**config.mk**
```make
export PLATFORM = sky130hd
export DESIGN_NAME = axis_bus_arbiter_flat
export DESIGN_NICKNAME = d
export VERILOG_FILES = /design/src/rtl/axis_bus_arbiter_if.sv /design/src/rtl/axis_bus_arbiter.sv /design/src/flat_wrapper.sv
export SDC_FILE = /design/constraint.sdc
export NUM_CORES = 1
export LEC_CHECK = 0
export CAP_MARGIN = 20
export CORE_MARGIN = 3
export CORE_UTILIZATION = 55
export CTS_CLUSTER_DIAMETER = 80
export DETAILED_ROUTE_END_ITERATION = 6
export GPL_TIMING_DRIVEN = 0
export PLACE_DENSITY = 0.83
export SLEW_MARGIN = 20
export SYNTH_ARGS = -nofsm -noshare
export SYNTH_HDL_FRONTEND = slang
export SYNTH_SLANG_ARGS = --single-unit
```
**constraint.sdc**
```tcl
create_clock -name clk -period 9.99 [get_ports clk]
set_input_delay 1.998 -clock clk [delete_from_list [all_inputs] [get_ports clk]]
set_output_delay 1.998 -clock clk [all_outputs]
set_load 0.1 [all_outputs]
```
**src/rtl/axis_bus_arbiter_if.sv**
```systemverilog
// Handshake and bus-select bundle between the FIFO channels, the AXIS bus mux and the arbiter.
// slave is the arbiter's view; master is the FIFO/mux side.
interface axis_bus_arbiter_if #(
    parameter int NUM_IN = 6
);
    logic [NUM_IN-1:0] in_tvalid;
    logic [NUM_IN-1:0] in_tlast;
    logic [NUM_IN-1:0] in_tready;
    logic              axis_out_tready;
    logic [7:0]        bus_sel;

    modport slave (
        input  in_tvalid,
        input  in_tlast,
        input  axis_out_tready,
        output in_tready,
        output bus_sel
    );

    modport master (
        output in_tvalid,
        output in_tlast,
        output axis_out_tready,
        input  in_tready,
        input  bus_sel
    );
endinterface

```
**src/rtl/axis_bus_arbiter.sv**
```systemverilog
// Round-robin packet arbiter: grants one FIFO channel at a time onto a shared AXIS bus
// and holds the grant until the packet's tlast beat, reporting a saturating beat count.
module axis_bus_arbiter #(
    parameter int         NUM_IN          = 6,
    parameter logic [7:0] CHOOSE_BASE     = 8'd128,
    parameter logic [7:0] NON_FIFO_CHOOSE = 8'd0
) (
    input  logic                     clk,
    input  logic                     rst_n,
    input  logic                     arb_en,
    axis_bus_arbiter_if.slave        bus,
    output logic [2:0]               grant_id,
    output logic                     busy,
    output logic                     pkt_done,
    output logic [15:0]              pkt_beats
);

    typedef enum logic {
        IDLE,
        XFER
    } state_t;

    state_t            state_q, state_d;
    logic [7:0]        bus_sel_q, bus_sel_d;
    logic [2:0]        grant_id_q, grant_id_d;
    logic [2:0]        last_grant_q, last_grant_d;
    logic [15:0]       beat_cnt_q, beat_cnt_d;
    logic [15:0]       pkt_beats_q, pkt_beats_d;
    logic              pkt_done_q, pkt_done_d;
    logic [1:0]        sync_q, sync_d;

    logic [NUM_IN-1:0] grant_oh;
    logic              gnt_valid;
    logic              gnt_last;
    logic              beat;
    logic              arb_ready;
    logic [2:0]        pick;
    logic [15:0]       cnt_inc;

    function automatic logic [15:0] sat_inc(input logic [15:0] v);
        return (v == 16'hFFFF) ? v : v + 16'd1;
    endfunction

    function automatic logic [2:0] rr_pick(input logic [NUM_IN-1:0] req, input logic [2:0] last);
        logic [2:0] sel;
        logic       found;
        int         idx;
        sel   = '0;
        found = 1'b0;
        for (int k = 0; k < NUM_IN; k++) begin
            idx = (int'(last) + 1 + k) % NUM_IN;
            if (!found && req[idx]) begin
                sel   = 3'(idx);
                found = 1'b1;
            end
        end
        return sel;
    endfunction

    always_comb begin
        for (int i = 0; i < NUM_IN; i++) begin
            grant_oh[i] = (grant_id_q == 3'(i));
        end
    end

    assign gnt_valid = |(bus.in_tvalid & grant_oh);
    assign gnt_last  = |(bus.in_tlast & grant_oh);
    assign beat      = (state_q == XFER) && gnt_valid && bus.axis_out_tready;
    // Grants wait for the reset-release synchronizer so no grant lands on the first edge.
    assign arb_ready = sync_q[1];
    assign pick      = rr_pick(bus.in_tvalid, last_grant_q);
    assign cnt_inc   = sat_inc(beat_cnt_q);
    assign sync_d    = {sync_q[0], 1'b1};

    always_comb begin
        state_d      = state_q;
        bus_sel_d    = bus_sel_q;
        grant_id_d   = grant_id_q;
        last_grant_d = last_grant_q;
        beat_cnt_d   = beat_cnt_q;
        pkt_beats_d  = pkt_beats_q;
        pkt_done_d   = 1'b0;
        case (state_q)
            IDLE: begin
                if (arb_en && arb_ready && (|bus.in_tvalid)) begin
                    state_d    = XFER;
                    bus_sel_d  = CHOOSE_BASE + 8'(pick);
                    grant_id_d = pick;
                end
            end
            XFER: begin
                if (beat) begin
                    beat_cnt_d = cnt_inc;
                    if (gnt_last) begin
                        state_d      = IDLE;
                        bus_sel_d    = NON_FIFO_CHOOSE;
                        grant_id_d   = '0;
                        last_grant_d = grant_id_q;
                        pkt_beats_d  = cnt_inc;
                        pkt_done_d   = 1'b1;
                        beat_cnt_d   = '0;
                    end
                end
            end
            default: state_d = IDLE;
        endcase
    end

    always_ff @(posedge clk or negedge rst_n) begin
        if (!rst_n) begin
            state_q      <= IDLE;
            bus_sel_q    <= NON_FIFO_CHOOSE;
            grant_id_q   <= '0;
            last_grant_q <= 3'(NUM_IN - 1);
            beat_cnt_q   <= '0;
            pkt_beats_q  <= '0;
            pkt_done_q   <= 1'b0;
            sync_q       <= 2'b00;
        end else begin
            state_q      <= state_d;
            bus_sel_q    <= bus_sel_d;
            grant_id_q   <= grant_id_d;
            last_grant_q <= last_grant_d;
            beat_cnt_q   <= beat_cnt_d;
            pkt_beats_q  <= pkt_beats_d;
            pkt_done_q   <= pkt_done_d;
            sync_q       <= sync_d;
        end
    end

    // tready is a pure combinational pass-through so the FIFO sees downstream stalls the same cycle.
    assign bus.in_tready = ((state_q == XFER) && bus.axis_out_tready) ? grant_oh : '0;
    assign bus.bus_sel   = bus_sel_q;
    assign grant_id      = grant_id_q;
    assign busy          = (state_q == XFER);
    assign pkt_done      = pkt_done_q;
    assign pkt_beats     = pkt_beats_q;

endmodule
```
**src/flat_wrapper.sv**
```systemverilog
// flat-port wrapper written by rule: the top's interface ports become plain ports
module axis_bus_arbiter_flat 
#(
    parameter int         NUM_IN          = 6,
    parameter logic [7:0] CHOOSE_BASE     = 8'd128,
    parameter logic [7:0] NON_FIFO_CHOOSE = 8'd0
)
  (clk, rst_n, arb_en, grant_id, busy, pkt_done, pkt_beats, bus_in_tvalid, bus_in_tlast, bus_axis_out_tready, bus_in_tready, bus_bus_sel);
  axis_bus_arbiter_if #(.NUM_IN(NUM_IN)) bus_i ();
  input  logic clk;
  input  logic rst_n;
  input  logic arb_en;
  output logic [2:0] grant_id;
  output logic busy;
  output logic pkt_done;
  output logic [15:0] pkt_beats;
  input wire logic [$bits(bus_i.in_tvalid)-1:0] bus_in_tvalid;
  input wire logic [$bits(bus_i.in_tlast)-1:0] bus_in_tlast;
  input wire logic [$bits(bus_i.axis_out_tready)-1:0] bus_axis_out_tready;
  output wire logic [$bits(bus_i.in_tready)-1:0] bus_in_tready;
  output wire logic [$bits(bus_i.bus_sel)-1:0] bus_bus_sel;
  assign bus_i.in_tvalid = bus_in_tvalid;
  assign bus_i.in_tlast = bus_in_tlast;
  assign bus_i.axis_out_tready = bus_axis_out_tready;
  assign bus_in_tready = bus_i.in_tready;
  assign bus_bus_sel = bus_i.bus_sel;
  axis_bus_arbiter #(.NUM_IN(NUM_IN), .CHOOSE_BASE(CHOOSE_BASE), .NON_FIFO_CHOOSE(NON_FIFO_CHOOSE)) u_core (.clk(clk), .rst_n(rst_n), .arb_en(arb_en), .bus(bus_i), .grant_id(grant_id), .busy(busy), .pkt_done(pkt_done), .pkt_beats(pkt_beats));
endmodule
```
# == Word-level counts from Yosys, hierarchy flattened ==
# Cells that the tools add are included.
# classes
n_addsub,8
n_mul,0
n_div,6
magnitude_cmp,6
n_eq_ne,9
n_shift,0
muxes,47
bitwise_logic,3
reduce_logical,22
# ops
cell,n
< comparator 32 x 5 -> 1 bit (second input constant),6
remainder unit 32 x 4 -> 32 bit (second input constant),6
adder 32 x 3 -> 32 bit (second input constant),2
adder 32 x 4 -> 32 bit (second input constant),2
adder 32 x 2 -> 32 bit (second input constant),1
two-way mux 16 bit,2
two-way mux 3 bit,9
two-way mux 8 bit,3
two-way mux 1 bit,23
binary-select mux 1 bit (select 3 bit),6
OR reduction 6 bit,3
adder 16 x 1 -> 16 bit (second input constant),1
== test 16 bit (second input constant),1
one-hot mux 8 bit (2 select lines),1
bitwise AND 6 bit,2
logical AND 1 bit,10
adder 8 x 3 -> 8 bit (first input constant),1
== test 3 x 2 -> 1 bit (second input constant),2
== test 3 bit (second input constant),2
two-way mux 6 bit,1
one-hot mux 3 bit (2 select lines),1
AND reduction 3 bit,2
logical NOT 1 bit,5
adder 3 x 1 -> 4 bit (second input constant),1
other kinds (7),8
# word_totals
reg_bits,50
latchBits,0
mem_bits_rw,0
rom_bits,0
output_inout_bits,35
elab_cells,109
memories,0

# == Logic depth before layout (Yosys ltp) ==
# Gate-level depths: netlist (run 1).
# depth
depth_word,24
ltp_mapped,20
depth_no_buf,15

# == Worst setup path after synthesis (run 1) ==
# Ideal clock, no wire load.
# synth_timing
path_type,input-to-output
startpoint,input port bus_axis_out_tready
endpoint,output port bus_in_tready[0]
t_arrival_ns,4.922
path_slack_ns,3.070
cell_stages,2
n_path_buf,0
path_cell_list,nand2_1 -> nor4_1
# synth_via
elab_chain_cells,2
# synth_lines
item,line_no,rtl
from (decl),flat_wrapper.sv:19,input wire logic [$bits(bus_i.axis_out_tready)-1:0] bus_axis_out_tready;
logical AND 1 bit,axis_bus_arbiter.sv:132,assign bus.in_tready = ((state_q == XFER) && bus.axis_out_tready) ? grant_oh : '0;
two-way mux 6 bit,axis_bus_arbiter.sv:132,
to (decl),flat_wrapper.sv:20,output wire logic [$bits(bus_i.in_tready)-1:0] bus_in_tready;
# No other way between the ends.

# == Worst setup path in the final report (run 1) ==
# layout_timing
startpoint,input port bus_axis_out_tready
endpoint,output port bus_in_tready[2]
# Same word-level chain as after synthesis.

==> results.md, run 1 <==
- Via count: around 4k
- DP HPWL: approximately 8600 um
- Area fraction of the dominant cell type after synthesis: 24.40%
- Hold Path Class: reg2reg
- Seq/Total Area, Yosys: about 26%
- Hold slack final: 370.9 ps
- Worst path required time: roughly 8000 ps
- Tcrit/Tclk final: about three fifths
- Vias in the first global route: 3827
- Ys Warns: 0
- Worst Max-Slew Pin Slew: between 1000 and 1500 ps
- #FFs+latches synth: between 40 and 50
- Final instance area: between 4000 and 5000 sq um
- RSZ-0062 raised after global routing: no
- Count of placed standard cells including taps: 664
- Worst-path maximum fanout: 3
- Yosys top cell by area: dfrtp_1
- FFs w/ async S/R, synth: between 90% and 100%
- Placed inst area: about 4800 sq um
- Root Buffer: clkbuf_8
- Post-synth EDFFs: 0
- CTS tree: yes
- Power per cell area: roughly 320 nW/um^2
- First-pass GRT wire length: 18890 um
- Max_slew headroom: about a third
- Achievable Freq: roughly 170 MHz
- Drt wl/cell: between 15 and 20 um
- Register Area: 1079 sq um
- Drt total wl: between 10000 and 15000 um
- Largest net degree at the start of global routing: 34
- Cell Chain, Critical Path: clkdlybuf4s50_1, nand2_1, nor2_1, nand2_1, nor2_1, clkdlybuf4s50_1
- Clock transition at path regs: 70 ps
- Port bufs: 46
- Final Non-Filler Cells: 671
- CP Class: in2out
- Die Ht: 93.43 um
- Die area: slightly below 9000 sq um
- Sum Neg Setup Slack: 0 ps
- Via/cell ratio: approximately 6.1
- Minimum clock period: approximately 6000 ps
- Status: completed
- Iter 0 DRT Violations: ~340
- Synthesized instance count: 515
- GRT overflow: 0
- Synth unique cells: 80
- CTS-repair resized insts: 0
- Final setup violation count: 0
- Final Max Slew Viols: 0
- Final WS setup: 3965 ps
- DRC viols: 0
- Clk_lat worst skew: between 300 and 400 ps
- Synthesized area: 4204 sq um
- Fill cells: 603
- Die X: just over 90 um
- Routed Antenna Nets: 0
- Pre-antenna DRT Iters: 5
- Endpoints failing hold: 0
- Initial Util: a little under three fifths
- Num CTS Buffers: 5
- Setup Fix Bufs, Post-CTS: 0
- Final #Nets: roughly 600
- CP startpoint kind: input pin
- CTS max path bufs: 2
- GR Util All Layers: between 20% and 30%
- Primary FF master, synth: dfrtp_1
- Routability Congestion: slightly above 0.9
- IO Pins: a little over 50
- Multi-input gate area in the final layout: roughly 2800 sq um
- H-tree Lvls: 2
- Initial antenna violation count: 0
- Clock skew: 11.02 ps
- Pre-CTS setup slack: approximately 4000 ps
- Clk sink count: 43
- Slowest CP cell: clkdlybuf4s50_1
- # Max-Cap Violations: 0
- Setup crit end kind: output port
- Floorplan row count: 31
- Max stage delay on crit path: between 1000 and 1500 ps
- Share of cells above drive strength 1: between 10% and 20%
- Inserted Diodes: 0
- Leak: 2.034 nW
- Synth-to-layout area growth: 16.70%
- Maximum VDD drop: roughly 0.00016 V
- CTS Hold Buffers Added: 0
- Largest cells by area after synthesis: dfrtp_1 24%, nand2_1 5.6%, o21ai_0 5.6%
- Core Box Area: approximately 7300 sq um
- Avg Cell Area, Syn: 8.163 sq um
- CP arrival: around 4000 ps
==> cell usage after synthesis, drive strengths merged, types with 5 or more instances <==
| library cell | n |
|---|---|
| nand2 | 63 |
| nor4 | 9 |
| clkbuf | 15 |
| xnor2 | 14 |
| o31ai | 11 |
| a21o | 6 |
| mux2i | 14 |
| a21oi | 27 |
| xor2 | 6 |
| buf | 31 |
| nand2b | 8 |
| a31oi | 5 |
| nor3 | 15 |
| nand3 | 22 |
| nor2 | 45 |
| nor2b | 7 |
| and2 | 5 |
| dfrtp | 41 |
| inv | 12 |
| o21ai | 50 |
| mux2 | 9 |
| ha | 14 |
==> logic make-up (layout without fill, tap and decap cells) <==
family,count (synthesis),count (layout),share of synthesized area (%)
AO/OA/AOI/OAI,147,147,24.58
XOR/XNOR,21,21,5.059
adder cells (fa/ha/maj),14,14,4.167
buffers and inverters,59,113,8.065
flip-flops,43,43,25.65
multiplexers,24,24,6.577
other,2,5,0.1786
AND/OR/NAND/NOR,205,205,25.71
==> area by class of cell <==
type,instances,area share (%)
inverter,13,0.9946
tap,99,2.525
multi-input combinational,416,57.03
clock inverter,1,0.1785
sequential,43,21.98
buffer,46,5.917
clock buffer,6,1.683
timing repair buffer,47,9.691
==> worst max-delay path: cells and delay by family <==
family	cells	cell delay [ps]
simple gates	4	380
buf+inv	2	1640
==> path summary, 6_finish.rpt <==
check	startpoint	slack, ps	end	cells after the start
max in group asynchronous	rst_n	7910	u_core.last_grant_q[2]	2
min in group asynchronous	rst_n	1560	u_core.last_grant_q[1]	1
setup reg to reg	u_core.last_grant_q[0]	5360	u_core.bus.bus_sel[2]	20
hold / removal	u_core.sync_q[0]	370	u_core.sync_q[1]	0
setup / recovery	bus_axis_out_tready	3970	bus_in_tready[2]	6
hold reg to reg	u_core.sync_q[0]	370	u_core.sync_q[1]	0
==> state kept, by name, summed over array words and instances, names as in the netlist <==
signal and count:
u_core.beat_cnt_q 16, u_core.pkt_beats 16, u_core.last_grant_q 3, u_core.bus.bus_sel 2, u_core.grant_id 2, u_core.sync_q 2
u_core.busy 1, u_core.pkt_done 1
==> routing by layer <==
metal | track usage, % | vias to the layer above | part of all wire (%)
met5 | 0 | - | 0
met4 | 9.768 | 0 | 2.4
met3 | 4.023 | 19 | 5.0
met2 | 44.79 | 143 | 50
met1 | 35.28 | 1983 | 43
li1 | - | 1965 | -
==> power breakdown <==
part / total, mW / switching (mW) / leakage, nW / internal (mW)
clock network: 0.119 / 0.0634 / 0.0477 / 0.0557
registers: 0.233 / 0.0314 / 0.573 / 0.201
logic: 1.22 / 0.783 / 1.41 / 0.439
==> placed cells by master (no fill, tap or decap), types with 7 or more instances in the layout <==
| cell | n |
|---|---|
| a21oi_1 | 25 |
| buf_2 | 11 |
| buf_4 | 14 |
| buf_6 | 7 |
| clkbuf_1 | 15 |
| clkdlybuf4s50_1 | 45 |
| dfrtp_1 | 41 |
| ha_1 | 14 |
| inv_1 | 11 |
| mux2_2 | 9 |
| mux2i_1 | 13 |
| nand2_1 | 63 |
| nand2b_1 | 8 |
| nand3_1 | 21 |
| nor2_1 | 45 |
| nor3_1 | 13 |
| o21ai_0 | 47 |
| o31ai_1 | 11 |
| xnor2_1 | 12 |
==> stage by stage <==
stage | util (%) | power [mW]
final | 66.92 | 1.573
after global routing | 66.92 | 1.669
after CTS | 66.92 | 1.550
after detailed placement | 65.68 | 1.429
after global placement | 65.47 | 1.396
after floorplan | - | 1.179
Note: power is estimated with default switching activity, not from simulation.
==> run 2: changes to the inputs <==
--- a/config.mk
+++ b/config.mk
@@ -7,11 +7,11 @@
 export LEC_CHECK = 0
 export CAP_MARGIN = 20
 export CORE_MARGIN = 3
-export CORE_UTILIZATION = 55
+export CORE_UTILIZATION = 52
 export CTS_CLUSTER_DIAMETER = 80
 export DETAILED_ROUTE_END_ITERATION = 6
 export GPL_TIMING_DRIVEN = 0
-export PLACE_DENSITY = 0.83
+export PLACE_DENSITY = 0.82
 export SLEW_MARGIN = 20
 export SYNTH_ARGS = -nofsm -noshare
 export SYNTH_HDL_FRONTEND = slang
==> constraint.sdc (replaced) <==
create_clock -name clk -period 5 [get_ports clk]
set_input_delay 1 -clock clk [delete_from_list [all_inputs] [get_ports clk]]
set_output_delay 1 -clock clk [all_outputs]
set_load 0.1 [all_outputs]
==> results.md, run 2 (synthesis gave the netlist of run 1 again) <==
- Hold Path Class: reg2reg
- GRT overflow: 0
- Setup crit end kind: flip-flop
- Min-Delay Endpoint: u_core.sync_q[1]
- CTS Hold Buffers Added: 0
- P_sw: 1.729 mW
- Setup Fix Bufs, Post-CTS: 0
- IO Pins: 51
- Iter 0 DRT Violations: 299
- Hold path depth: 0
- Sum Neg Setup Slack: 0 ps
- Commonest non-fill, non-tap cell in the layout: nand2_1
- Pre-antenna DRT Iters: 5
- Achievable Freq: roughly 220 MHz
- Sw frac: a little under three fifths
- Final Non-Filler Cells: ~670
- Origin of the worst setup path: u_core.last_grant_q[0]
- CTS max path bufs: 2
- Die X: 95.92 um
- Final instance area: 4907 sq um
- Leak: a little over 2 nW
- Combinational Power Share: between 70 and 80%
- Final #Nets: about 600
- RSZ-0062 raised after global routing: no
- Core Box Area: a little under 8000 sq um
- Internal power: around 1.4 mW
- Minimum clock period: 4583 ps
- Inserted Diodes: 0
- Worst path required time: around 5200 ps
- Worst Max-Slew Pin Slew: between 1000 and 1500 ps
- Count of placed standard cells including taps: 667
- Routability Congestion: 0.9297
- GR Util All Layers: approximately a quarter
- Tcrit/Tclk final: just over 90%
- Largest net degree at the start of global routing: 34
- Initial antenna violation count: 0
- # Max-Cap Violations: 0
- Final core occ: between 60% and 70%
- CTS-repair resized insts: 0
- Vias in the first global route: just under 4k
- Clock transition at path regs: about 80 ps
- Most frequent cells in the layout: 63 x nand2_1, 47 x o21ai_0, 45 x nor2_1, 45 x clkdlybuf4s50_1, 41 x dfrtp_1
- First-pass GRT wire length: roughly 19000 um
- Routed Antenna Nets: 0
- Placed inst area: a little under 5000 sq um
- Worst reg2reg path depth: 20
- Final Max Slew Viols: 0
- Via count: between 4k and 5k
- Clock skew: 11.48 ps
- CTS tree: yes
- Final setup violation count: 0
- CP arrival: around 4800 ps
- Endpoints failing hold: 0
- Drt wl/cell: ~17 um
- Maximum VDD drop: between 0.0003 and 0.0004 V
- Hold Startpoint: u_core.sync_q[0]
- Part of the power in registers: between 10% and 20%
- Status: completed
- Share of cells above drive strength 1: ~14%
- Initial Util: roughly 54%
- CP Class: reg2reg
- Worst-path maximum fanout: 12
- Reg2Reg Launch Point: u_core.last_grant_q[0]
- Via/cell ratio: just over 6
- DP HPWL: roughly 8600 um
- Worst reg2reg endpoint: u_core.bus.bus_sel[2]
- Pre-CTS setup slack: about 480 ps
- Root Buffer: clkbuf_8
- DRC viols: 0
- Flop-to-flop setup slack: 420 ps
- Final WS setup: 417.0 ps
- Floorplan row count: 32
- Drt total wl: 11350 um
- Power per cell area: 632.5 nW/um^2
- Clock network power share: 7.0%
- CP startpoint kind: flip-flop
- H-tree Lvls: 2
- Die area: ~9200 sq um
- Num CTS Buffers: 5
- Clk_lat worst skew: roughly 300 ps
- Clk sink count: between 40 and 50
- Port bufs: between 40 and 50
- Die Ht: between 90 and 100 um
- Synth-to-layout area growth: 16.73%
- Total Power: 3.104 mW
- Hold slack final: between 300 and 400 ps
- Max_slew headroom: between 30% and 40%
run 2: power by group through the flow:
stage          Clock, mW  Sequential, mW  Combinational [mW]
2_1_floorplan          0           0.659                1.70
3_3_place_gp           0           0.467                2.33
3_5_place_dp           0           0.471                2.38
4_1_cts            0.219           0.465                2.39
5_1_grt            0.231           0.475                2.61
6_report           0.216           0.465                2.42
run 2: worst max-delay path by stage:
stage | endpoint | depth (start not counted)
2_1_floorplan | bus_in_tready[1] | 3
3_3_place_gp | u_core.bus.bus_sel[2] | 20
3_5_place_dp | u_core.bus.bus_sel[2] | 20
6_report | u_core.bus.bus_sel[2] | 20
4_1_cts | u_core.bus.bus_sel[2] | 20
5_1_grt | u_core.bus.bus_sel[2] | 20
run 2: area by class of cell:
cell class                      instances  area, sq um
Fill cell                             673         2860
Buffer                                 46        290.3
Clock inverter                          2        13.76
Sequential cell                        43         1079
Clock buffer                            5        68.82
Timing Repair Buffer                   47        475.5
Multi-Input combinational cell        416         2804
Tap cell                              102        127.6
Inverter                               13        48.80
run 2: layer usage:
layer / wire (um) / GRT usage [%] / share of wire (%) / vias up
li1: - / - / - / 1964
met1: 4695 / 31.42 / 41 / 2024
met2: 5698 / 43.14 / 50 / 155
met3: 616 / 3.284 / 5.4 / 35
met4: 337 / 10.90 / 3.0 / 0
met5: 0 / 0 / 0 / -
run 2: critical path, stage by stage (launching register included):
cell	delay, ps
dfstp_2	600
buf_4	190
inv_1	60
buf_2	210
ha_1	320
buf_4	170
buf_6	140
inv_1	70
buf_2	230
nor2_1	80
ha_1	260
nor2b_1	160
a211oi_1	300
nor2_1	180
nand2_1	100
nor3_1	90
or4_4	570
o31ai_1	230
o21ai_0	130
a311oi_1	270
o31ai_1	110
==> RTL change 1 (flow settings as in run 2) <==
`NUM_IN` is set to 6 in 3 places; all go to 12.
--- a/src/rtl/axis_bus_arbiter_if.sv
+++ b/src/rtl/axis_bus_arbiter_if.sv
@@ -1,7 +1,7 @@
 // Handshake and bus-select bundle between the FIFO channels, the AXIS bus mux and the arbiter.
 // slave is the arbiter's view; master is the FIFO/mux side.
 interface axis_bus_arbiter_if #(
-    parameter int NUM_IN = 6
+    parameter int NUM_IN = 12
 );
     logic [NUM_IN-1:0] in_tvalid;
     logic [NUM_IN-1:0] in_tlast;
--- a/src/rtl/axis_bus_arbiter.sv
+++ b/src/rtl/axis_bus_arbiter.sv
@@ -1,7 +1,7 @@
 // Round-robin packet arbiter: grants one FIFO channel at a time onto a shared AXIS bus
 // and holds the grant until the packet's tlast beat, reporting a saturating beat count.
 module axis_bus_arbiter #(
-    parameter int         NUM_IN          = 6,
+    parameter int         NUM_IN          = 12,
     parameter logic [7:0] CHOOSE_BASE     = 8'd128,
     parameter logic [7:0] NON_FIFO_CHOOSE = 8'd0
 ) (
--- a/src/flat_wrapper.sv
+++ b/src/flat_wrapper.sv
@@ -1,7 +1,7 @@
 // flat-port wrapper written by rule: the top's interface ports become plain ports
 module axis_bus_arbiter_flat 
 #(
-    parameter int         NUM_IN          = 6,
+    parameter int         NUM_IN          = 12,
     parameter logic [7:0] CHOOSE_BASE     = 8'd128,
     parameter logic [7:0] NON_FIFO_CHOOSE = 8'd0
 )
Ports: changed (resized bus_in_tlast, bus_in_tready and bus_in_tvalid); port bits go from 51 to 69. The function was not compared with the original's and may differ.
==> RTL change 1 against run 2 <==
  * Routed wire length rose by 33%
  * Hold slack worse by 0.014 ns
  * Synthesized area is 16% higher
  * Worst setup slack worse by 0.26 ns
  * Cell area grew 25%
  * Power rose by 23%
  * Sequential cell count did not move
  * Critical path type unchanged
  * Critical endpoint is now u_core.grant_id[0]
  * Highest routed layer unchanged
==> RTL change 1: results (changes against run 2) <==
| Metric | Value |
|---|---|
| Area contributors post-synth | dfrtp_1 (21%), ha_1 (7.5%), mux2i_1 (5.4%) (was dfrtp_1 (24%), nand2_1 (5.6%), o21ai_0 (5.6%)) |
| Routed wire length per instance | 19.0 µm (was 16.8 µm) |
| First DRT Iteration DRCs | 427 (was 299) |
| Met3 routed WL | 1060 µm (was 616 µm) |
| Total GRT Usage | 0.274 (was 0.251) |
| Clock Skew | 0.0102 ns (was 0.0115 ns) |
| M1 wire length | 6040 µm (was 4700 µm) |
| Share of layout cells above drive strength 1 | 0.172 (was 0.142) |
| Vias in the first global route | 4844 (was 3937) |
| Leak | 2.53 nW (was 2.03 nW) |
| WL met2 | 7520 µm (was 5700 µm) |
| GR Util met3 | 0.0528 (was 0.0328) |
| Fillers | 707 (was 673) |
| VDD IR max | 0.398 mV (was 0.311 mV) |
| Seq/Total Area, Yosys | 0.222 (was 0.257) |
| TritonRoute pass-1 iters | 6 (was 5) |
| Critical path fanouts, max | 10 (was 12) |
| Via count | 5027 (was 4178) |
| Met1 Usage GRT | 0.332 (was 0.314) |
| CP arrival | 5.00 ns (was 4.76 ns) |
| Layout Nets | 742 (was 602) |
| Placed insts | 772 (was 667) |
| Status | complete, no violations (unchanged) |
| Port bufs | 64 (was 46) |
| Final Instance Area | 6120 µm² (was 4910 µm²) |
| Worst-Margin Slew | 0.991 ns (was 1.01 ns) |
| Synth top cells by count | nand2_1 (61), nor2_1 (51), o21ai_0 (47) (was nand2_1 (63), o21ai_0 (47), nor2_1 (45)) |
| Synthesized area per cell | 8.16 µm² (about the same) |
| Final HPWL DP | 11300 µm (was 8590 µm) |
[RTL change 1: cell count changes after synthesis, moves of 4 or more]
cell / before / now
inv_1: 11 / 24
ha_1: 14 / 29
nor2_1: 45 / 51
clkbuf_1: 15 / 21
and3_1: 4 / 9
o32ai_1: 0 / 4
mux2i_1: 13 / 26
nor3_1: 13 / 8
buf_6: 7 / 3
a31oi_1: 5 / 9
mux4_2: 1 / 5
[RTL change 1: layout make-up]
cell class | instances | area [µm²] | share of cell area
Buffer | 46 | 278 | 0.0454
Timing Repair Buffer | 80 | 781 | 0.128
Sequential cell | 43 | 1080 | 0.176
Clock buffer | 6 | 82.6 | 0.0135
Tap cell | 108 | 135 | 0.0221
Clock inverter | 2 | 16.3 | 0.00266
Multi-Input combinational cell | 483 | 3640 | 0.595
Inverter | 26 | 109 | 0.0178
[RTL change 1: worst max-delay path: stages (launching register included)]
cell and delay [ns]:
dfstp_2 0.59, buf_8 0.12, inv_4 0.06, buf_6 0.16, ha_4 0.28, buf_6 0.15, buf_8 0.16, buf_8 0.15
inv_6 0.06, ha_1 0.22, or3_1 0.43, o21a_2 0.19, ha_1 0.27, inv_1 0.05, o2111ai_1 0.16, a32o_2 0.33
nor4bb_4 0.36, nor3_4 0.09, buf_12 0.14, and3_2 0.23, a2111oi_4 0.38, o31ai_2 0.09
[RTL change 1: logic make-up after synthesis]
family | after synthesis | share of synthesized area
AO/OA/AOI/OAI | 166 | 0.249
XOR/XNOR | 18 | 0.0324
adder cells (fa/ha/maj) | 29 | 0.0746
buffers and inverters | 73 | 0.0726
flip-flops | 43 | 0.222
multiplexers | 44 | 0.117
other | 2 | 0.00154
AND/OR/NAND/NOR | 221 | 0.232
[RTL change 1: path summary, 6_finish.rpt]
check,slack [ns],end,cells past startpoint
setup / recovery,0.16,u_core.grant_id[0],21
hold / removal,0.35,u_core.sync_q[1],0
setup reg to reg,0.16,u_core.grant_id[0],21
hold reg to reg,0.35,u_core.sync_q[1],0
max in group asynchronous,3.84,u_core.last_grant_q[0],2
min in group asynchronous,0.61,u_core.pkt_beats[12],1
[RTL change 1: power by group]
group	leakage (nW)	internal [mW]	switching (mW)
Combinational	1.91	1.19	1.94
Clock	0.0474	0.113	0.121
Sequential	0.574	0.401	0.0522
Total	2.53	1.70	2.12
[RTL change 1: metrics by stage]
| step | setup slack (ns) | util |
|---|---|---|
| 5_1_grt | -0.0400 | 0.689 |
| 3_5_place_dp | -0.679 | 0.640 |
| 4_1_cts | 0.0318 | 0.667 |
| 3_3_place_gp | -0.675 | 0.638 |
| 2_1_floorplan | 0.00361 | - |
| 6_report | 0.157 | 0.689 |
[RTL change 1: repair_timing]
item                       4_1_cts  5_1_grt
setup buffers                    8        7
setup endpoints to repair        3        3
pin swaps                        3       11
resized for setup               18       26
cloned                           0        0
hold buffers                     0        0
==> RTL change 2 (flow settings as in run 2) <==
Made on the original files. `pkt_beats_q` no longer has a reset.
--- a/src/rtl/axis_bus_arbiter.sv
+++ b/src/rtl/axis_bus_arbiter.sv
@@ -113,7 +113,6 @@
             grant_id_q   <= '0;
             last_grant_q <= 3'(NUM_IN - 1);
             beat_cnt_q   <= '0;
-            pkt_beats_q  <= '0;
             pkt_done_q   <= 1'b0;
             sync_q       <= 2'b00;
         end else begin
@@ -122,10 +121,13 @@
             grant_id_q   <= grant_id_d;
             last_grant_q <= last_grant_d;
             beat_cnt_q   <= beat_cnt_d;
-            pkt_beats_q  <= pkt_beats_d;
             pkt_done_q   <= pkt_done_d;
             sync_q       <= sync_d;
         end
+    end
+
+    always_ff @(posedge clk) begin
+        pkt_beats_q <= pkt_beats_d;
     end
 
     // tready is a pure combinational pass-through so the FIFO sees downstream stalls the same cycle.
Behaviour: not the same (a bounded check fails within 10 cycles, from zero or initial values and one cycle with rst_n low; the reset may be asserted at any time).
==> RTL change 2 against run 2 <==
  * Worst setup slack got worse by 0.071 ns
  * Combinational power rose by 5%
  * First-iteration DRC count rose by 31%
  * Critical endpoint is now u_core.grant_id[1]
  * Cell area fell by 5.3%
  * Sequential cell count did not move
  * Largest cell class unchanged
  * Routed wire length fell by 4.3%
  * Synthesized area fell by 6.2%
  * Largest power group unchanged
  * Clock power rose by 7%
  * Power rose by 5.7%
==> RTL change 2: results (changes against run 2) <==
| Metric | Value |
|---|---|
| Status | complete, no violations (unchanged) |
| VDD IR max | 0.436 mV (was 0.311 mV) |
| Area after DPL | 4540 µm² (was 4820 µm²) |
| Global-route wire length before repair | 18200 µm (was 18500 µm) |
| Worst setup SP type | flip-flop (unchanged) |
| Placed insts | 609 (was 667) |
| Vias in the first global route | 3670 (was 3937) |
| Placement Setup Slack | 0.379 ns (was 0.476 ns) |
| First DRT Iteration DRCs | 392 (was 299) |
| Worst Slack Setup Final | 0.346 ns (was 0.417 ns) |
| Seq/Total Area, Yosys | 0.294 (was 0.257) |
| Total grt overflow | 0 (unchanged) |
| Fillers | 635 (was 673) |
| Leak | 1.88 nW (was 2.03 nW) |
| Relative slew slack | 0.340 (was 0.322) |
| Number of synthesized flops with an enable pin | 16 (was 0) |
| CP arrival | 4.87 ns (was 4.76 ns) |
| Synthesized area per cell | 8.56 µm² (was 8.16 µm²) |
| Clock Skew | 0.0118 ns (was 0.0115 ns) |
| Synth top cells by count | nor2_1 (44), a21oi_1 (30), nand2_1 (27) (was nand2_1 (63), o21ai_0 (47), nor2_1 (45)) |
| Maximum number of pins on one net before global-route repair | 28 (was 34) |
| Via count | 3945 (was 4178) |
| Reg2Reg Setup Slack | 0.35 ns (was 0.42 ns) |
| Num CTS Buffers | 5 (unchanged) |
| Worst-skew pair later-pin latency | 0.30 ns (about the same) |
| Hold_ws | 0.358 ns (was 0.367 ns) |
| Gp weighted congestion | 1.01 (was 0.930) |
| Layout Nets | 547 (was 602) |
| Worst min-delay path category | flip-flop to flip-flop (unchanged) |
| Area contributors post-synth | dfrtp_1 (16%), edfxtp_1 (12%), ha_1 (4.4%) (was dfrtp_1 (24%), nand2_1 (5.6%), o21ai_0 (5.6%)) |
| Deepest clock path buffer count | 2 (unchanged) |
| Post-synth cell types | 81 (was 80) |
| Share of layout cells above drive strength 1 | 0.127 (was 0.142) |
| Postcts setup bufs | 0 (unchanged) |
| Slowest stage delay, CP | 0.57 ns (was 0.60 ns) |
| Non-filler cells, final | 617 (was 674) |
| Final HPWL DP | 8100 µm (was 8590 µm) |
| Port bufs | 46 (unchanged) |
| Critical path fanouts, max | 12 (unchanged) |
| TritonRoute pass-1 iters | 6 (was 5) |
| Routed wire length per instance | 17.6 µm (was 16.8 µm) |
| Async SR Flop Fraction | 0.628 (was 1.00) |
| Slowest CP cell | dfstp_2 (unchanged) |
| Total GRT Usage | 0.256 (was 0.251) |
[RTL change 2: timing repair]
item,in CTS,in global routing
hold buffers,0,0
setup endpoints to repair,0,1
resized for setup,0,1
[RTL change 2: kinds of logic after synthesis]
logic type                 share of synthesized area
AOI/OAI and AO/OA                              0.254
DFF                                            0.294
buffers and inverters                         0.0663
adders and majority gates                     0.0444
muxes                                         0.0720
and+or+nand+nor                                0.221
xor gates and xnor gates                      0.0463
other                                        0.00190
[RTL change 2: worst paths after layout]
kind	endpoint	depth (start not counted)
min	u_core.sync_q[1]	0
max	u_core.grant_id[1]	16
min in group asynchronous	u_core.beat_cnt_q[7]	1
max reg2reg	u_core.grant_id[1]	16
min reg2reg	u_core.sync_q[1]	0
max in group asynchronous	u_core.grant_id[1]	1
[RTL change 2: power breakdown]
group / internal (mW) / switching (mW) / leakage [nW] / total (mW)
Sequential: 0.441 / 0.0665 / 0.497 / 0.507
Clock: 0.100 / 0.131 / 0.0408 / 0.231
Combinational: 0.871 / 1.67 / 1.35 / 2.54
Total: 1.41 / 1.87 / 1.88 / 3.28
[RTL change 2: layout make-up]
type                    count  area, µm²  share of cell area
plain buffers              33        205              0.0442
inverters                  15       56.3              0.0121
well taps                  99        124              0.0267
clock inverters             3       23.8             0.00512
multi-input cells         373       2550               0.550
repair buffers             46        455              0.0980
flip-flops and latches     43       1160               0.249
clock buffers               5       68.8              0.0148
[RTL change 2: routing by layer]
layer | wire (µm) | part of all wire | global-route usage
met4 | 89 | 0.0082 | 0.0317
met2 | 5150 | 0.47 | 0.410
met5 | 0 | 0 | 0
met3 | 784 | 0.072 | 0.0362
met1 | 4840 | 0.45 | 0.378
